## config.mk

```make
export PLATFORM = sky130hd
export DESIGN_NAME = segled_bcd_prep
export DESIGN_NICKNAME = d
export VERILOG_FILES = /design/src/rtl/segled_bcd_prep.sv
export SDC_FILE = /design/constraint.sdc
export NUM_CORES = 1
export LEC_CHECK = 0
export BUFFER_PORTS_ARGS = -buffer_cell sky130_fd_sc_hd__buf_2
export CORE_UTILIZATION = 50
export CTS_CLUSTER_DIAMETER = 120
export DETAILED_ROUTE_END_ITERATION = 12
export HOLD_SLACK_MARGIN = 0.02
export PLACE_DENSITY = 0.76
export SETUP_SLACK_MARGIN = 0.15
export SYNTH_ARGS = -nofsm -noshare
export SYNTH_HDL_FRONTEND = slang
export SYNTH_SLANG_ARGS = --single-unit
```

## constraint.sdc

```tcl
create_clock -name sys_clk -period 1.5 [get_ports sys_clk]
set_clock_uncertainty 0.1 [all_clocks]
set_input_delay 0.15 -clock sys_clk [delete_from_list [all_inputs] [get_ports sys_clk]]
set_output_delay 0.15 -clock sys_clk [all_outputs]
set_load 0.01 [all_outputs]
```

## src/rtl/segled_bcd_prep.sv

```systemverilog
// segled_bcd_prep: sequential double-dabble binary-to-BCD converter feeding a 4-digit seven-segment driver
module segled_bcd_prep #(
  parameter int          IN_WIDTH   = 14,
  parameter int          MAX_VAL    = 9999,
  parameter logic [7:0]  BLANK_CODE = 8'hFF,
  parameter bit          LZ_BLANK   = 1'b0
) (
  input  logic                sys_clk,
  input  logic                sys_rst,
  input  logic [IN_WIDTH-1:0] bin_in,
  input  logic                in_valid,
  output logic                in_ready,
  output logic                busy,
  output logic [31:0]         disp_data,
  output logic                disp_upd
);
  localparam int CW = $clog2(IN_WIDTH + 1);
  localparam logic [CW-1:0] LAST = CW'(IN_WIDTH - 1);
  localparam logic [31:0] MAX_U = MAX_VAL;
  typedef enum logic [1:0] {IDLE, SHIFT, DONE} state_t;
  state_t state_q, state_d;
  logic [IN_WIDTH-1:0] sreg_q, sreg_d;
  logic [15:0] bcd_q, bcd_d, bcd_adj;
  logic [IN_WIDTH+15:0] shifted;
  logic [CW-1:0] cnt_q, cnt_d;
  logic ovf_q, ovf_d;
  logic [31:0] disp_q, disp_d, fmt;
  logic upd_q, upd_d;
  logic lz3, lz2, lz1;
  for (genvar n = 0; n < 4; n++) begin : g_adj
    assign bcd_adj[4*n +: 4] = bcd_q[4*n +: 4] >= 4'd5 ? bcd_q[4*n +: 4] + 4'd3 : bcd_q[4*n +: 4];
  end
  assign shifted = {bcd_adj, sreg_q} << 1;
  // leading-zero chain: a digit blanks only if every more significant digit is also zero
  always_comb begin
    lz3 = LZ_BLANK && bcd_q[15:12] == 4'd0;
    lz2 = lz3 && bcd_q[11:8] == 4'd0;
    lz1 = lz2 && bcd_q[7:4] == 4'd0;
    fmt = ovf_q ? {4{BLANK_CODE}} :
          {lz3 ? BLANK_CODE : {4'h0, bcd_q[15:12]},
           lz2 ? BLANK_CODE : {4'h0, bcd_q[11:8]},
           lz1 ? BLANK_CODE : {4'h0, bcd_q[7:4]},
           {4'h0, bcd_q[3:0]}};
  end
  always_comb begin
    state_d = state_q;
    sreg_d  = sreg_q;
    bcd_d   = bcd_q;
    cnt_d   = cnt_q;
    ovf_d   = ovf_q;
    disp_d  = disp_q;
    upd_d   = 1'b0;
    case (state_q)
      IDLE: if (in_valid) begin
        state_d = SHIFT;
        sreg_d  = bin_in;
        bcd_d   = 16'h0;
        cnt_d   = '0;
        ovf_d   = 32'(bin_in) > MAX_U;
      end
      SHIFT: begin
        bcd_d   = shifted[IN_WIDTH+15:IN_WIDTH];
        sreg_d  = shifted[IN_WIDTH-1:0];
        cnt_d   = cnt_q + 1'b1;
        state_d = cnt_q == LAST ? DONE : SHIFT;
      end
      DONE: begin
        disp_d  = fmt;
        upd_d   = 1'b1;
        state_d = IDLE;
      end
      default: state_d = IDLE;
    endcase
  end
  always_ff @(posedge sys_clk or posedge sys_rst) begin
    if (sys_rst) begin
      state_q <= IDLE;
      sreg_q  <= '0;
      bcd_q   <= '0;
      cnt_q   <= '0;
      ovf_q   <= 1'b0;
      disp_q  <= 32'h0;
      upd_q   <= 1'b0;
    end else begin
      state_q <= state_d;
      sreg_q  <= sreg_d;
      bcd_q   <= bcd_d;
      cnt_q   <= cnt_d;
      ovf_q   <= ovf_d;
      disp_q  <= disp_d;
      upd_q   <= upd_d;
    end
  end
  assign in_ready  = state_q == IDLE;
  assign busy      = state_q != IDLE;
  assign disp_data = disp_q;
  assign disp_upd  = upd_q;
endmodule
```

Word-level counts from Yosys, hierarchy flattened
Cells that the tools add are included.

Register bits after elaboration: 70. Word-level logic and storage cells: 41.

Add/subtract/negate cells: 5. Order comparisons: 5. Equality and inequality tests: 4. Multiplexer cells: 15. Reductions and logical operators: 5.

Operator list (count): $mux W32 (1); $pmux W16 S2 (1); $pmux W14 S2 (1); $ge A4 B3 Y1 const B (4); $mux W16 (1); $mux W4 (4); $gt A14 B14 Y1 const B (1); $mux W14 (1); $add A4 B2 Y4 const B (3); $pmux W4 S2 (1); $add A4 B1 Y4 const B (1); $eq A4 B4 Y1 const B (1); $mux W2 (2); $pmux W2 S2 (1); $reduce_and A2 Y1 (2); $reduce_bool A2 Y1 (2); $add A3 B2 Y3 const B (1); $mux W3 (1); $eq A2 B1 Y1 const B (1); $eq A2 B2 Y1 const B (1); $logic_not A2 Y1 (1); $ne A2 B2 Y1 const B (1); $mux W1 (1).

Longest topological paths before layout
Gate-level depths: netlist of the first run.

Depth in word-level cells: 3. Mapped depth: 6.

Worst setup path after synthesis of the first run
Ideal clock, no wire load.

Path type: reg2reg. Start point: reg bcd_q[0]. End point: reg bcd_q[2]. Setup time: 121 ps. Data arrival time: 1266 ps. Required time: 1279 ps. Path slack: 13 ps. Stages on the path, launching flop included: 7. Buffers on the path: 0. Path through: dfrtp_1 > inv_1 > ha_1 > nand2b_1 > a21oi_1 > mux2i_1 > a22o_1.

Longest elaborated chain between the ends: 3. Elaborated cells on any way between the ends: 4. Classes of those cells: add/sub (1); order compare (1); mux (2).

Ends and longest elaborated chain: from (decl) (line 23) `logic [15:0] bcd_q, bcd_d, bcd_adj;`; from (signal assigned) (line 79) `bcd_q <= '0;`; from (signal assigned) (line 87) `bcd_q <= bcd_d;`; $add A4 B2 Y4 or $ge A4 B3 Y1 (tied branches) (line 31) `assign bcd_adj[4*n +: 4] = bcd_q[4*n +: 4] >= 4'd5 ? bcd_q[4*n +: 4] + 4'd3 : bcd_q[4*n +: 4];`; $mux W4 (*) (line 31); $pmux W16 S2 (*) (line 53) `case (state_q)`.

Every way passes the cells marked *; elsewhere a longest branch is shown, timed or not. A chain may end at the register's enable or synchronous reset.

Final worst setup path of the first run
Start point: reg bcd_q[1]. End point: reg bcd_q[2].

The elaborated chain is that of the path after synthesis.

==> results by group, run 1 <==
STA
  • Hold Slack: 24.87 ps
  • Slew Limit Fails: 0
  • # setup viols final: 0
  • RSZ-0062 raised after global routing: yes
  • Final hold violations: 0
  • Post-route setup slack: 15.56 ps
  • Fmax: 673.7 MHz
  • Worst slew pin tran: 351.2 ps
  • Max-slew headroom: 76.54%
  • Final Critical Period: 1484 ps
  • Fin Setup TNS: 0 ps
  • Final worst path period share: 98.96%

Placement
  • Port buffer count: 51
  • Placed cell areas: 3172 um^2
  • Placed Instances: 388
  • Placer Congestion: 0.7736
  • Pre-CTS WS: 17.49 ps
  • Post-DP HPWL: 3672 um

Min path
  • Hold Path Origin: bin_in[1]
  • Hold depth: 3
  • Worst Hold Class: in2reg

Synth
  • Synth top area cells: dfrtp_1 50%, nand2_1 6.6%, mux2i_1 6.2%
  • Syn Area/Cell: 9.670 um^2
  • Asr flop ratio synth: 100.0%
  • Post-synth cell types: 29
  • Post-synth top flop: dfrtp_1
  • Synth area leader: dfrtp_1
  • Post-synth EDFFs: 0
  • Synth warnings: 0
  • Largest family of logic cells by synthesized area: simple AND/OR/NAND/NOR gates
  • Area share of fa/ha/maj cells after synthesis: 4.556%
  • Syn_nets: 311
  • Mapped Cells: 284
  • Post-synthesis sequential area ratio: 50.11%
  • Mux contribution to synthesized area: 6.196%
  • Compound-Gate Fraction of Synth Area: 12.48%
  • Count leader, synth: dfrtp_1
  • Post-synthesis register bit count: 55
  • Share of the synthesized area in the top cell type: 50.11%
  • Post-Syn Area: 2746 um^2
  • Simple-gate share of the synthesized area: 14.49%
  • Xor/xnor share of the synthesized area: 2.551%
  • Synth top cells by count: 55 x dfrtp_1, 48 x nand2_1, 33 x o21ai_0

Power
  • Leak Pwr: 1.736 nW
  • Pwr Density: 1945 nW/um^2
  • Peak supply drop: 0.7975 mV
  • Final Power: 7.039 mW

Detailed routing
  • Via density: 5.144
  • Avg WL per Cell: 13.86 um
  • Antenna Nets Post-Route: 0
  • Total routed wirelength: 5864 um
  • Drt first pass iters: 4
  • DRC: 0
  • Vias: 2176
  • DRT iter0 DRCs: 87

Critical path
  • Critical path peak fanout: 3
  • Crit-path cells: inv_2 -> ha_4 -> nand2b_4 -> a21oi_4 -> mux2i_1 -> a22o_1
  • R2R Path Start: bcd_q[1]
  • CP Launch Type: flop
  • CP Data Required Time: 1650 ps
  • Reg2Reg Depth: 6
  • CP max stage cell: dfrtp_1
  • Setup CP Type: reg2reg
  • CP arrival: 1640 ps
  • CP peak stage delay: 390 ps
  • CP Capture Type: flop
  • Crit. Startpoint: bcd_q[1]

Clock network
  • Root Driver: clkbuf_8
  • Worst-skew pair later-pin latency: 310 ps
  • CTS clk-pin slew, worst paths: 100 ps
  • CTS Buffer Depth: 2
  • Clock buffer count from CTS: 5
  • Clock sink count: 55
  • CTS tree: built
  • Htree depth: 2

Cells and area
  • Non-Filler Cell Area, Final: 3618 um^2
  • Layout cells sized above 1: 39.09%
  • Post-Layout Cell Count: 423
  • Ant. Diodes: 0
  • Area Overhead vs Synth: 31.75%
  • Final net count: 379
  • Final Util: 69.52%

Die
  • Die area: 5793 um^2
  • Initial Util: 52.76%
  • Std cell rows: 26
  • Io pins: 52
  • Die Y-Extent: 76.12 um
  • Die width: 76.12 um
  • Core area: 5205 um^2

Global routing
  • Grt total ovfl: 0
  • Initial antenna violation count: 0
  • Largest net degree at the start of global routing: 42
  • Total GRT Usage: 19.30%
  • First-pass GRT wire length: 8990 um
  • Vias in the first global route: 2006

Flow run
  • # Max-Cap Violations: 0

Run status
  • Status: finished, final reports clean
## layout by cell type, fill, tap and decap left out, types with 3 or more instances in the layout
| master | instances |
|---|---|
| o21ai_1 | 19 |
| inv_2 | 7 |
| inv_1 | 4 |
| dfrtp_1 | 51 |
| o21ai_2 | 5 |
| buf_2 | 50 |
| nand2b_4 | 6 |
| a22o_1 | 4 |
| buf_6 | 5 |
| clkbuf_8 | 5 |
| mux2i_1 | 17 |
| xor2_1 | 4 |
| dlygate4sd3_1 | 5 |
| o31ai_2 | 3 |
| buf_4 | 24 |
| a21oi_4 | 4 |
| buf_12 | 4 |
| o21ai_0 | 23 |
| dfrtp_2 | 4 |
| nor2_1 | 19 |
| ha_4 | 6 |
| nand2_1 | 48 |
| nand3_1 | 7 |
| xnor2_1 | 4 |
## what timing repair did
action	4_1_cts	5_1_grt
endpoints found under the hold margin	18	0
endpoints found under the setup margin	33	64
resized for setup	22	17
cloned	1	3
pin swaps	3	11
buffers inserted	10	8
hold buffers	5	0
## state kept, by name, summed over array words and instances (netlist names)
name       count
sreg_q        14
disp_upd       1
cnt_q          4
state_q        2
bcd_q         16
disp_data     17
ovf_q          1
## where the power goes
part | leakage, nW | switching [mW] | internal (mW)
combinational | 0.977 | 1.82 | 1.83
sequential | 0.718 | 0.546 | 2.02
clock | 0.0412 | 0.487 | 0.328
total | 1.74 | 2.86 | 4.18
## worst paths after layout
path / to / slack, ps
max in group asynchronous: bcd_q[0] / 530
setup / recovery: bcd_q[2] / 20
hold reg to reg: disp_data[24] / 380
min in group asynchronous: sreg_q[10] / 260
hold / removal: sreg_q[1] / 20
setup reg to reg: bcd_q[2] / 20
## routing by layer
layer	vias up	track usage, %	share of wire, %
met2	77	33.27	50
met1	1033	24.33	44
li1	1058	-	-
met3	8	3.593	4.7
met5	-	0	0
met4	0	6.731	1.2
## cells by family after synthesis
kind of cell | count (synthesis)
xor+xnor | 8
compound gates | 62
fa+ha+maj | 10
simple gates | 89
flops | 55
mux | 17
buf+inv | 43
## critical path, delay by kind of cell, from the launching register on
family	cells	cell delay, ps
AOI/OAI and AO/OA	2	340
muxes	1	220
DFF	1	390
and+or+nand+nor	1	140
buffers and inverters	1	80
adders and majority gates	1	160
## area by class of cell
class,count,area (um^2)
clock inverter,2,12.51
timing repair buffer,91,681.9
clock buffer,6,72.57
sequential,55,1381
tap,70,87.58
inverter,13,55.05
multi-input combinational,186,1328
fill,398,1587
Note: power is estimated with default switching activity, not from simulation.
==> run 2, diff against run 1 <==
Settings changed: GPL_TIMING_DRIVEN from default to 0, PLACE_DENSITY 0.76 to 0.84.
==> results by group, run 2 (synthesis gave the netlist of run 1 again) <==
Run status
  • Status: finished with violations
  • Failing checks: negative setup slack

STA
  • Post-route setup slack: -12.34 ps (-27.90 ps)
  • RSZ-0062 raised after global routing: yes
  • Fmax: 661.2 MHz (-1.8%)
  • Fin Setup TNS: -14.88 ps (-14.88 ps)
  • Slew Limit Fails: 0 (unchanged)
  • Final Critical Period: 1512 ps (+27.90 ps)
  • Hold Slack: 19.17 ps (-5.700 ps)
  • # setup viols final: 2 (+2)
  • Worst slew pin tran: 466.9 ps (+115.7 ps)
  • Final hold violations: 0 (unchanged)
  • Final worst path period share: 100.8% (+1.9 points)
  • Max-slew headroom: 68.81% (-7.7 points)

Critical path
  • CP peak stage delay: 450 ps (+60 ps)
  • CP Data Required Time: 1250 ps (-400 ps)
  • Setup CP Type: reg2out
  • CP max stage cell: dfrtp_2
  • CP Capture Type: output port
  • CP arrival: 1260 ps (-380 ps)
  • Crit. Startpoint: state_q[0]
  • R2R Path Start: state_q[1]
  • Crit-path cells: buf_4 -> nor2_1 -> inv_1 -> buf_2
  • CP Launch Type: flop
  • Critical path peak fanout: 4 (+1)

Cells and area
  • Commonest non-fill, non-tap cell in the layout: dfrtp_1
  • Combined area of the multi-input logic cells: 1373 um^2 (+3.4%)
  • Ant. Diodes: 0 (unchanged)
  • Layout cells sized above 1: 48.05% (+9.0 points)
  • Max reg flops: 17 (unchanged)
  • Most frequent cells in the layout: 49 x dfrtp_1, 43 x buf_6, 38 x nand2_1, 38 x buf_2, 27 x buf_4
  • Non-Filler Cell Area, Final: 4059 um^2 (+12%)
  • Fillers: 320 (-20%)
  • Final net count: 411 (+8.4%)
  • Final Util: 77.98% (+8.5 points)
  • Area Overhead vs Synth: 47.79%
  • Register area: 1384 um^2 (+0.18%)

Clock network
  • CTS Buffer Depth: 2 (unchanged)
  • CTS clk-pin slew, worst paths: 100 ps (about the same)
  • Root Driver: clkbuf_8
  • CTS tree: built
  • Clock buffer count from CTS: 5 (unchanged)
  • Htree depth: 2 (unchanged)
  • Clock sink count: 55 (unchanged)
  • Worst-skew pair later-pin latency: 320 ps (about the same)

Detailed routing
  • DRT iter0 DRCs: 140 (+61%)
  • Via density: 5.213 (+1.3%)
  • Drt first pass iters: 4 (unchanged)
  • DRC: 0 (unchanged)
  • Vias: 2372 (+9.0%)
  • Avg WL per Cell: 15.40 um (+11%)
  • Total routed wirelength: 7007 um (+19%)
  • Antenna Nets Post-Route: 0 (unchanged)

Global routing
  • Total GRT Usage: 22.00% (+2.7 points)
  • Grt total ovfl: 0 (unchanged)
  • Vias in the first global route: 2192 (+9.3%)
  • First-pass GRT wire length: 10270 um (+14%)
  • Largest net degree at the start of global routing: 56 (+33%)
  • Initial antenna violation count: 0 (unchanged)

Placement
  • Placer Congestion: 0.8016 (+3.6%)
  • Post-DP HPWL: 3787 um (+3.1%)
  • Placed cell areas: 3239 um^2 (+2.1%)
  • Port buffer count: 51 (unchanged)

Power
  • Peak supply drop: 0.9159 mV (+15%)
  • Final Power: 8.226 mW (+17%)
  • Pwr Density: 2027 nW/um^2 (+4.2%)
  • Leak Pwr: 1.936 nW (+11%)

Die
  • Std cell rows: 26 (unchanged)
  • Core area: 5205 um^2 (unchanged)
  • Initial Util: 52.76% (unchanged)
  • Die area: 5793 um^2 (unchanged)
  • Io pins: 52 (unchanged)
  • Die Y-Extent: 76.12 um (unchanged)
  • Die width: 76.12 um (unchanged)

Flow run
  • # Max-Cap Violations: 0 (unchanged)

Min path
  • Hold Path Origin: bin_in[9]
  • Worst Hold Class: in2reg
==> run 2: cell count changes in the layout (fill, tap and decap cells not counted), moves of 7 or more <==
cell,before,now
o21ai_1,19,26
nand2_1,48,38
o21ai_0,23,15
buf_6,5,43
nand2_2,0,9
buf_2,50,38
==> run 2: final timing paths <==
check,to,slack [ps],depth (start not counted)
max,busy,-10,4
min,sreg_q[9],20,3
max reg2reg,sreg_q[4],0,5
min reg2reg,disp_data[3],380,2
max in group asynchronous,bcd_q[8],480,4
min in group asynchronous,sreg_q[13],290,3
==> run 2: routing by layer <==
layer	routed length (um)	up-vias	share of wire [%]	global-route usage [%]
met5	0	-	0	0
met4	168	0	2.4	6.731
met3	333	14	4.8	4.551
met2	3483	91	50	38.64
met1	3021	1134	43	27.24
li1	-	1133	-	-
==> run 2: final cells by class <==
type,count,area share [%]
buffer,30,7.737
sequential,55,34.09
tap,70,2.158
inverter,13,1.356
clock buffer,7,2.127
multi-input combinational,187,33.82
timing repair buffer,92,18.50
clock inverter,1,0.2158
==> run 2: critical path, delay by kind of cell, from the launching register on <==
family,cells,cell delay (ps)
and+or+nand+nor,1,160
DFF,1,450
buffers and inverters,3,340
==> run 2: power by group <==
part           switching (mW)  total, mW  internal [mW]
clock network           0.499      0.879          0.380
logic                    2.23       4.80           2.57
registers               0.523       2.55           2.02
==> run 2: per-stage QoR <==
| stage | setup slack [ps] | instances |
|---|---|---|
| finish | -12.34 | 455 |
| global route | -84.54 | 455 |
| floorplan | 114.4 | 284 |
| global placement | 42.96 | 405 |
| detailed placement | 8.481 | 405 |
| CTS | 35.08 | 431 |
==> run 2: timing repair <==
item | in CTS | in global routing
gates resized for setup | 38 | 76
pin swaps | 5 | 31
setup endpoints to repair | 63 | 70
setup buffers | 14 | 19
hold buffers | 2 | 2
endpoints found under the hold margin | 2 | 20
cloned | 2 | 2
